==> src/rtl/ebr_readback_pkg.sv <==
// ebr_readback_pkg
//   Shared types and helpers for the EBR read-back sweep engine.
//   - state_e            : sweep controller states
//   - calc_read_latency  : EBR read latency in cycles for a given OUTREG setting
package ebr_readback_pkg;

    typedef enum logic [1:0] {
        IDLE  = 2'd0,
        RUN   = 2'd1,
        DRAIN = 2'd2
    } state_e;

    // The EBR always takes one cycle from address to data; the optional
    // output register adds one more.
    function automatic int calc_read_latency(input int outreg);
        return (outreg != 0) ? 2 : 1;
    endfunction

endpackage

==> src/rtl/ebr_rb_fifo.sv <==
// ebr_rb_fifo
//   Small circular FIFO holding words returned from the EBR until the stream
//   sink accepts them. The head word is presented from storage, so it stays
//   stable while the consumer stalls.
//   Ports:
//     clk, rst     clock, synchronous active-high reset (clears pointers/count)
//     push_i       write data_i this cycle (caller guarantees not full)
//     data_i       word to store
//     pop_i        drop the head word this cycle (caller guarantees not empty)
//     data_o       head word
//     empty_o      FIFO holds no words
//     count_o      number of words held
module ebr_rb_fifo #(
    parameter int WIDTH = 8,
    parameter int DEPTH = 2,
    parameter int CNT_W = $clog2(DEPTH + 1)
) (
    input  logic             clk,
    input  logic             rst,
    input  logic             push_i,
    input  logic [WIDTH-1:0] data_i,
    input  logic             pop_i,
    output logic [WIDTH-1:0] data_o,
    output logic             empty_o,
    output logic [CNT_W-1:0] count_o
);

    localparam int PTR_W = (DEPTH > 1) ? $clog2(DEPTH) : 1;

    logic [WIDTH-1:0] mem_q [DEPTH];
    logic [PTR_W-1:0] wr_ptr_q, rd_ptr_q;
    logic [CNT_W-1:0] count_q;

    function automatic logic [PTR_W-1:0] ptr_next(input logic [PTR_W-1:0] p);
        return (p == PTR_W'(DEPTH - 1)) ? '0 : p + PTR_W'(1);
    endfunction

    // NOTE: clocked state is written with <= so every register samples the
    // pre-edge values of its neighbours, whatever the statement order.
    always_ff @(posedge clk) begin
        if (rst) begin
            wr_ptr_q <= '0;
            rd_ptr_q <= '0;
            count_q  <= '0;
        end else begin
            if (push_i) wr_ptr_q <= ptr_next(wr_ptr_q);
            if (pop_i)  rd_ptr_q <= ptr_next(rd_ptr_q);
            count_q <= count_q + CNT_W'(push_i) - CNT_W'(pop_i);
        end
    end

    // NOTE: storage has no reset; stale contents are unreachable once the
    // count is cleared, and leaving it out keeps this a plain register file.
    always_ff @(posedge clk) begin
        if (push_i) mem_q[wr_ptr_q] <= data_i;
    end

    assign data_o  = mem_q[rd_ptr_q];
    assign empty_o = (count_q == '0);
    assign count_o = count_q;

endmodule

==> src/rtl/ebr_readback.sv <==
// ebr_readback
//   Sweeps a contiguous (wrapping) range of EBR words and streams them out
//   with their addresses. Reads are issued only when the output FIFO has
//   room for every word already in flight, so nothing is ever dropped.
//   Ports:
//     clk, rst             clock, synchronous active-high reset
//     start                begin a sweep (ignored while busy)
//     base_addr, length    first address / word count, sampled on accepted start
//     busy, done           sweep in progress / one-cycle completion pulse
//     ebr_ce, ebr_addr     EBR read enable and address
//     ebr_dout             EBR read data, valid RL cycles after ebr_ce
//     m_valid, m_ready     output stream handshake
//     m_data, m_addr       returned word and the address it came from
//     m_last               final word of the sweep
module ebr_readback
    import ebr_readback_pkg::*;
#(
    parameter int DATA_W = 18,
    parameter int ADDR_W = 10,
    parameter int OUTREG = 0
) (
    input  logic              clk,
    input  logic              rst,
    input  logic              start,
    input  logic [ADDR_W-1:0] base_addr,
    input  logic [ADDR_W:0]   length,
    output logic              busy,
    output logic              done,
    output logic              ebr_ce,
    output logic [ADDR_W-1:0] ebr_addr,
    input  logic [DATA_W-1:0] ebr_dout,
    output logic              m_valid,
    input  logic              m_ready,
    output logic [DATA_W-1:0] m_data,
    output logic [ADDR_W-1:0] m_addr,
    output logic              m_last
);

    localparam int RL     = calc_read_latency(OUTREG);
    localparam int DEPTH  = RL + 1;
    localparam int CNT_W  = $clog2(DEPTH + 1);
    localparam int FIFO_W = DATA_W + ADDR_W + 1;

    state_e            state_q, state_d;
    logic [ADDR_W-1:0] addr_q, addr_d;
    logic [ADDR_W:0]   rem_q, rem_d;
    logic [ADDR_W-1:0] hold_addr_q, hold_addr_d;
    logic [CNT_W-1:0]  inflight_q, inflight_d;
    logic              done_q, done_d;

    // Read-return pipeline: one slot per cycle of EBR latency, tagging each
    // returning word with its address and last-word flag.
    logic [RL-1:0]     pipe_vld_q;
    logic [RL-1:0]     pipe_last_q;
    logic [ADDR_W-1:0] pipe_addr_q [RL];

    logic              issue;
    logic [ADDR_W-1:0] cur_addr;
    logic [ADDR_W:0]   cur_rem;
    logic              credit_ok;
    int                credit;
    logic              pop;
    logic              landing;

    logic [CNT_W-1:0]  fifo_cnt;
    logic              fifo_empty;
    logic [FIFO_W-1:0] fifo_wdata, fifo_rdata;
    logic              fifo_last;

    assign landing = pipe_vld_q[RL-1];
    assign m_valid = !fifo_empty;
    assign pop     = m_valid & m_ready;

    // NOTE: every variable gets a default before the case so no path leaves
    // one unassigned, which would infer a latch.
    always_comb begin
        state_d  = state_q;
        addr_d   = addr_q;
        rem_d    = rem_q;
        done_d   = 1'b0;
        issue    = 1'b0;
        cur_addr = addr_q;
        cur_rem  = rem_q;
        // A slot freed by this cycle's pop is usable: the new read cannot land
        // before that pop has taken effect.
        credit    = DEPTH - int'(fifo_cnt) + int'(pop) - int'(inflight_q);
        credit_ok = (credit > 0) && !rst;

        unique case (state_q)
            IDLE: begin
                if (start) begin
                    cur_addr = base_addr;
                    cur_rem  = length;
                    if (length == '0) begin
                        done_d = 1'b1;
                    end else begin
                        state_d = RUN;
                        issue   = credit_ok;
                    end
                end
            end
            RUN: begin
                issue = credit_ok && (rem_q != '0);
                if ((rem_q == '0) || (issue && rem_q == (ADDR_W+1)'(1)))
                    state_d = DRAIN;
            end
            DRAIN: ;
            default: state_d = IDLE;
        endcase

        // Accepting a start always loads the sweep registers, even when the
        // first read has to wait for credit.
        if (issue) begin
            addr_d = cur_addr + ADDR_W'(1);
            rem_d  = cur_rem - (ADDR_W+1)'(1);
        end else if (state_q == IDLE && start) begin
            addr_d = cur_addr;
            rem_d  = cur_rem;
        end

        if (state_q != IDLE && pop && fifo_last) begin
            state_d = IDLE;
            done_d  = 1'b1;
        end

        hold_addr_d = issue ? cur_addr : hold_addr_q;
        inflight_d  = inflight_q + CNT_W'(issue) - CNT_W'(landing);
    end

    always_ff @(posedge clk) begin
        if (rst) begin
            state_q     <= IDLE;
            addr_q      <= '0;
            rem_q       <= '0;
            hold_addr_q <= '0;
            inflight_q  <= '0;
            done_q      <= 1'b0;
            pipe_vld_q  <= '0;
            pipe_last_q <= '0;
        end else begin
            state_q        <= state_d;
            addr_q         <= addr_d;
            rem_q          <= rem_d;
            hold_addr_q    <= hold_addr_d;
            inflight_q     <= inflight_d;
            done_q         <= done_d;
            pipe_vld_q[0]  <= issue;
            pipe_last_q[0] <= (cur_rem == (ADDR_W+1)'(1));
            for (int k = 1; k < RL; k++) begin
                pipe_vld_q[k]  <= pipe_vld_q[k-1];
                pipe_last_q[k] <= pipe_last_q[k-1];
            end
        end
    end

    // Address tags only matter alongside a valid bit, so they need no reset.
    always_ff @(posedge clk) begin
        pipe_addr_q[0] <= cur_addr;
        for (int k = 1; k < RL; k++) pipe_addr_q[k] <= pipe_addr_q[k-1];
    end

    assign fifo_wdata = {pipe_last_q[RL-1], pipe_addr_q[RL-1], ebr_dout};

    ebr_rb_fifo #(
        .WIDTH (FIFO_W),
        .DEPTH (DEPTH),
        .CNT_W (CNT_W)
    ) u_fifo (
        .clk     (clk),
        .rst     (rst),
        .push_i  (landing),
        .data_i  (fifo_wdata),
        .pop_i   (pop),
        .data_o  (fifo_rdata),
        .empty_o (fifo_empty),
        .count_o (fifo_cnt)
    );

    assign {fifo_last, m_addr, m_data} = fifo_rdata;
    assign m_last   = m_valid & fifo_last;
    assign ebr_ce   = issue;
    assign ebr_addr = issue ? cur_addr : hold_addr_q;
    assign busy     = (state_q != IDLE);
    assign done     = done_q;

endmodule

==> config.mk <==
export PLATFORM = sky130hd
export DESIGN_NAME = ebr_readback
export DESIGN_NICKNAME = d
export VERILOG_FILES = /design/src/rtl/ebr_readback_pkg.sv /design/src/rtl/ebr_rb_fifo.sv /design/src/rtl/ebr_readback.sv
export SDC_FILE = /design/constraint.sdc
export NUM_CORES = 1
export LEC_CHECK = 0
export BUFFER_PORTS_ARGS = -buffer_cell sky130_fd_sc_hd__buf_2
export CORE_ASPECT_RATIO = 1.2
export CORE_UTILIZATION = 30
export DETAILED_ROUTE_END_ITERATION = 8
export PLACE_DENSITY_LB_ADDON = 0.25
export SLEW_MARGIN = 5
export SYNTH_ARGS = -nofsm -noshare
export SYNTH_HDL_FRONTEND = slang
export SYNTH_SLANG_ARGS = --single-unit
==> constraint.sdc <==
create_clock -name clk -period 4.8 [get_ports clk]
set_input_delay 1.2 -clock clk [delete_from_list [all_inputs] [get_ports clk]]
set_output_delay 1.2 -clock clk [all_outputs]
set_load 0.02 [all_outputs]
==> flow_summary.json, run 1 <==
{
  "yosysUniqueCellTypes": 51,
  "hold_viol": 0,
  "grt_pass1_vias": 3626,
  "synthesis.area_sq_um": 4940,
  "dpl.cell_count": 724,
  "overflow": 0,
  "status": "complete, but fails checks",
  "cts_num_sinks": 111,
  "failed_checks": "negative setup slack",
  "p_total_mw": 3.73,
  "via_per_inst": 4.72,
  "worstSkewPairLatency_ns": 0.35,
  "startpoint_type": "input port",
  "place_ws_ns": -0.223,
  "timing.fmax_ghz": 0.208,
  "drc_errors": 0,
  "gp_congestion": 0.814,
  "crit_path_max_fanout": 5,
  "fin_area_sq_um": 6320,
  "synth_cells": 425,
  "syn_to_final_growth_pct": 27.9,
  "initial_utilization": 0.306,
  "ant_nets": 0,
  "slowest_delay_ns": 0.42,
  "die_area_sq_um": 17000,
  "ir_drop_v": 0.000227,
  "skew_ns": 0.00847,
  "pwr-share-seq": 0.351,
  "fin_util": 0.392,
  "cts_tree": "done",
  "crit_path_cell_trace": "buf_6 > nor2b_4 > ha_4 > inv_4 > fa_2 > inv_2 > fa_1 > nor3b_2 > nand3_2 > o211ai_4 > buf_12 > buf_16 > nand2_4 > o21ai_2 > buf_6",
  "place_area_sq_um": 5720,
  "num_rows": 51,
  "min_path_type": "reg2reg",
  "antenna_found_initial": 0,
  "end_kind": "output pin",
  "routed_wl_um": 11300,
  "synth_nets": 484,
  "period_needed_ns": 4.82,
  "portBuffers": 85,
  "grt_pass1_wl_um": 18100,
  "sw_frac_of_total": 0.376,
  "synth_area_per_cell_sq_um": 11.6,
  "cpLargestDelayFamily": "adder cells",
  "fillers": 1603,
  "track_usage": 0.137,
  "net-switching-power_mw": 1.40,
  "layout.cells.most_common": "buf_2",
  "cp.buffers_inverters": 6,
  "numCtsBuffers": 9,
  "die_y_um": 143,
  "slew_headroom": 0.490,
  "power_density_nw_per_um2": 590,
  "min_period_over_period": 1.00,
  "seq_area_frac_synth": 0.567,
  "leakagePower_nw": 2.54,
  "comb_power_share": 0.449,
  "design.core.area_sq_um": 16100,
  "timing_worst_setup_path_type": "in2out",
  "ios": 86,
  "diodes": 0,
  "drv_slew": 0,
  "cp_common_cell": "buf_6",
  "dr.pass1.iters": 4,
  "setup_ws_ns": -0.0168,
  "fin_cells": 747,
  "ys_async_sr_fraction": 0,
  "clockBufferDepth": 2,
  "grt_max_degree": 33,
  "worstPathRequired_ns": 3.60,
  "critical_path.slowest_cell": "fa_1",
  "synth_ff_type": "edfxtp_1",
  "clkTransAtPathRegs_ns": 0.08,
  "hpwl_um": 7810,
  "synth_seq_cells": 111,
  "synth_edf_count": 58,
  "drtIter0Drc": 139,
  "setup_viol": 3,
  "wire_per_inst_um": 15.1,
  "synth_warnings": 0,
  "p_clk_frac": 0.200,
  "cts_root_buf": "clkbuf_16",
  "final_layout_size_suffix_gt1_frac": 0.357,
  "max-cap-violations": 0,
  "num_vias": 3529,
  "critPathArrivalTime_ns": 3.62,
  "nNetsFinal": 589,
  "rsz0062_at_grt": "yes",
  "htree_levels": 3,
  "p_int_mw": 2.33,
  "worst_pin_slew_ns": 0.764,
  "final_cell_mix": "buf_2, edfxtp_1, dfxtp_1",
  "dieWidth_um": 119
}
[power by group through the flow]
stage	logic, mW	registers [mW]	clock network, mW
floorplan	0.975	1.30	0
global placement	1.38	1.32	0
detailed placement	1.40	1.33	0
CTS	1.56	1.31	0.778
global route	1.82	1.33	0.811
finish	1.67	1.31	0.744
[flip-flops by register name, summed over array words and instances (netlist names), 2 cells and up, named ones only]
register / count
addr_q: 10
inflight_q: 2
pipe_addr_q: 10
state_q: 2
u_fifo.mem_q: 58
u_fifo.count_o: 2
rem_q: 11
hold_addr_q: 10
[stage by stage]
stage / hold slack, ns / setup TNS (ns)
after detailed placement: 0.413 / -1.84
after floorplan: 0.404 / 0
final: 0.431 / -0.0359
after global routing: 0.451 / -0.803
after CTS: 0.435 / 0
after global placement: 0.410 / -1.12
[final timing paths]
kind / cells after the start / to / start / slack (ns)
worst max-delay path: 15 / ebr_addr[8] / m_ready / -0.02
worst min-delay path: 0 / u_fifo.mem_q[1][28] / pipe_last_q / 0.43
worst max register to register: 15 / addr_q[5] / u_fifo.count_o[0] / 1.23
worst min register to register: 0 / u_fifo.mem_q[1][28] / pipe_last_q / 0.43
[kinds of logic (layout without fill, tap and decap cells)]
| logic type | after synthesis | after routing | synth area share |
|---|---|---|---|
| fa+ha+maj | 16 | 16 | 0.0435 |
| mux | 48 | 48 | 0.105 |
| simple gates | 138 | 138 | 0.146 |
| xor+xnor | 16 | 16 | 0.0283 |
| buf+inv | 47 | 157 | 0.0377 |
| flops | 111 | 111 | 0.567 |
| compound gates | 49 | 49 | 0.0734 |
[layout make-up]
type / instances / area (sq um) / area share
clock buffer: 9 / 225 / 0.0356
clock inverter: 7 / 71.3 / 0.0113
sequential: 111 / 2800 / 0.443
multi-input combinational: 267 / 2070 / 0.328
timing repair buffer: 111 / 772 / 0.122
tap: 212 / 265 / 0.0419
inverter: 30 / 115 / 0.0182
[synthesized netlist by cell type, types with 2 or more instances]
cell / count / share of area
a21oi_1: 10 / 0.010
o21a_1: 3 / 0.0046
dfxtp_1: 53 / 0.21
nor4_1: 6 / 0.0076
fa_1: 2 / 0.0081
clkbuf_1: 8 / 0.0061
mux2i_1: 19 / 0.038
nand4_1: 6 / 0.0076
a21o_1: 3 / 0.0046
o21ai_0: 11 / 0.011
nor2b_1: 5 / 0.0063
a22oi_1: 2 / 0.0030
xor2_1: 3 / 0.0053
a32oi_1: 2 / 0.0035
buf_2: 8 / 0.0081
a211oi_1: 3 / 0.0046
nand2b_1: 4 / 0.0051
or3_1: 2 / 0.0025
nand2_1: 31 / 0.024
nor4_2: 4 / 0.010
ha_1: 14 / 0.035
mux2_2: 29 / 0.066
edfxtp_1: 58 / 0.35
and2_1: 14 / 0.018
and3_1: 3 / 0.0038
o22ai_1: 3 / 0.0038
nand3_1: 8 / 0.0081
nor2_1: 37 / 0.028
xnor2_1: 13 / 0.023
a31oi_1: 2 / 0.0025
inv_1: 29 / 0.022
nor3_1: 11 / 0.011
[worst reg2reg max path, stage by stage (launching register included)]
cell and delay, ns:
dfxtp_1 0.34, inv_1 0.09, ha_1 0.27, nor2b_4 0.18
ha_4 0.17, inv_4 0.04, fa_2 0.37, inv_2 0.06
fa_1 0.42, nor3b_2 0.26, nand3_2 0.14, and2_1 0.22
a21oi_1 0.42, buf_4 0.24, nor3_1 0.06, nor4_1 0.18
[layer usage]
layer | global-route usage | up-vias | wire length [um]
met2 | 0.234 | 105 | 5510
met4 | 0.0660 | 0 | 253
li1 | - | 1723 | -
met5 | 0 | - | 0
met1 | 0.167 | 1677 | 4990
met3 | 0.0220 | 24 | 519
[what timing repair did]
item                                    4_1_cts  5_1_grt
setup buffers                                 2        2
hold buffers                                  0        0
resized for setup                            16       46
gates cloned                                  2        1
pin swaps                                     5       10
endpoints found under the setup margin       11       10
No activity file was read; power rests on OpenSTA's default activity.
==> run 2: changes to the inputs <==
Settings changed: CELL_PAD_IN_SITES_DETAIL_PLACEMENT from default to 0, CELL_PAD_IN_SITES_GLOBAL_PLACEMENT from default to 2, CTS_CLUSTER_DIAMETER from default to 80.
Clock period 4.8 ns to 5.3 ns, I/O delays scaled along.
==> flow_summary.json, run 2 (same netlist as run 1, synthesis figures left out) <==
{
  "grt_pass1_vias": 3364,
  "setup_viol": 0,
  "ant_nets": 0,
  "skew_ns": 0.0111,
  "period_needed_ns": 5.11,
  "leakagePower_nw": 2.41,
  "hold_viol": 0,
  "worst_pin_slew_ns": 0.768,
  "track_usage": 0.137,
  "top_regs": "u_fifo.mem_q: 58 flops, rem_q: 11 flops",
  "cts_num_sinks": 111,
  "critPathArrivalTime_ns": 3.78,
  "hpwl_um": 8060,
  "power_density_nw_per_um2": 519,
  "die_area_sq_um": 17000,
  "largest_reg_flops": 58,
  "worst-r2r-cell-count": 17,
  "multiInputGateArea_sq_um": 1960,
  "hold_buffers": 0,
  "failed_checks": "design-rule violations",
  "antenna_found_initial": 0,
  "worstSkewPairLatency_ns": 0.36,
  "clkTransAtPathRegs_ns": 0.08,
  "gp_congestion": 0.792,
  "syn_to_final_growth_pct": 21.4,
  "die_y_um": 143,
  "nNetsFinal": 579,
  "drc_errors": 2,
  "via_per_inst": 4.64,
  "end_kind": "output pin",
  "cts_tree": "done",
  "globalRouteMet3Util": 0.0300,
  "timing_worst_setup_path_type": "in2out",
  "numCtsBuffers": 9,
  "drtIter0Drc": 164,
  "diodes": 0,
  "num_vias": 3421,
  "holdPathStages": 0,
  "min_period_over_period": 0.964,
  "fillers": 1607,
  "cts_root_buf": "clkbuf_16",
  "clockBufferDepth": 2,
  "overflow": 0,
  "grt_max_degree": 34,
  "portBuffers": 85,
  "design.core.area_sq_um": 16100,
  "dieWidth_um": 119,
  "regArea_sq_um": 2800,
  "use_met1": 0.161,
  "timing.fmax_ghz": 0.196,
  "regMostFlops": "u_fifo.mem_q",
  "drv_slew": 0,
  "initial_utilization": 0.306,
  "grt_pass1_wl_um": 17500,
  "reg2reg_slack_ns": 1.77,
  "num_rows": 51,
  "use_met2": 0.241,
  "place_ws_ns": 0.115,
  "min_path_type": "reg2reg",
  "startpoint_type": "input port",
  "final_cell_mix": "buf_2, edfxtp_1, dfxtp_1",
  "crit_path_max_fanout": 7,
  "worstPathRequired_ns": 3.97,
  "final_layout_size_suffix_gt1_frac": 0.305,
  "holdWs_ns": 0.436,
  "routed_wl_um": 11300,
  "dr.pass1.iters": 7,
  "slew_headroom": 0.488,
  "setup_ws_ns": 0.191,
  "wire_per_inst_um": 15.3,
  "max-cap-violations": 0,
  "ir_drop_v": 0.000215,
  "busiest_layer": "met2",
  "layout.cells.most_common": "buf_2",
  "htree_levels": 3,
  "status": "complete, but fails checks",
  "ios": 86
}
## run 2: cell types whose count changed in the layout (fill, tap and decap cells not counted), sizes merged
cell,change
buf,-10
clkinvlp,+2
inv,-2
## run 2: routing by layer
layer  vias up  wire [um]
met5         -          0
met2        84       5600
met1      1626       5010
met3        10        538
met4         0        166
li1       1701          -
## run 2: area by class of cell
class | count | share of cell area
inverter | 30 | 0.0188
timing repair buffer | 101 | 0.0959
clock inverter | 7 | 0.0100
multi-input combinational | 267 | 0.327
clock buffer | 9 | 0.0375
sequential | 111 | 0.467
tap | 212 | 0.0442
## run 2: path summary, 6_finish.rpt
check,start,endpoint
max,m_ready,ebr_addr[0]
min,pipe_addr_q[0][6],u_fifo.mem_q[1][24]
max reg2reg,u_fifo.count_o[0],inflight_q[1]
min reg2reg,pipe_addr_q[0][6],u_fifo.mem_q[1][24]
## run 2: critical path: stages
cell and delay, ns:
buf_2 0.07, nor2b_1 0.17, ha_1 0.20, inv_1 0.06, fa_1 0.36, inv_1 0.08
fa_1 0.43, nor3b_2 0.20, nand3_1 0.16, o211ai_4 0.15, inv_2 0.13, nand2_1 0.10
o21a_1 0.17, buf_2 0.18
## run 2: report_power, final
| group | switching, mW | total [mW] | internal (mW) |
|---|---|---|---|
| Clock | 0.325 | 0.653 | 0.328 |
| Combinational | 0.757 | 1.28 | 0.519 |
| Sequential | 0.0878 | 1.18 | 1.10 |
| Total | 1.17 | 3.11 | 1.94 |
## run 2: metrics by stage
step | utilization | TNS, ns | power (mW) | area (sq um) | instances
floorplan | - | 0 | 2.06 | 4940 | 425
global placement | 0.352 | 0 | 2.44 | 5680 | 719
detailed placement | 0.352 | 0 | 2.46 | 5680 | 719
CTS | 0.370 | 0 | 3.13 | 5970 | 735
global route | 0.372 | -0.125 | 3.34 | 6000 | 737
finish | 0.372 | 0 | 3.11 | 6000 | 737
## run 2: timing repair
| action | 4_1_cts | 5_1_grt |
|---|---|---|
| gates resized for setup | 0 | 1 |
| buffers inserted | 0 | 1 |
| setup endpoints to repair | 0 | 10 |
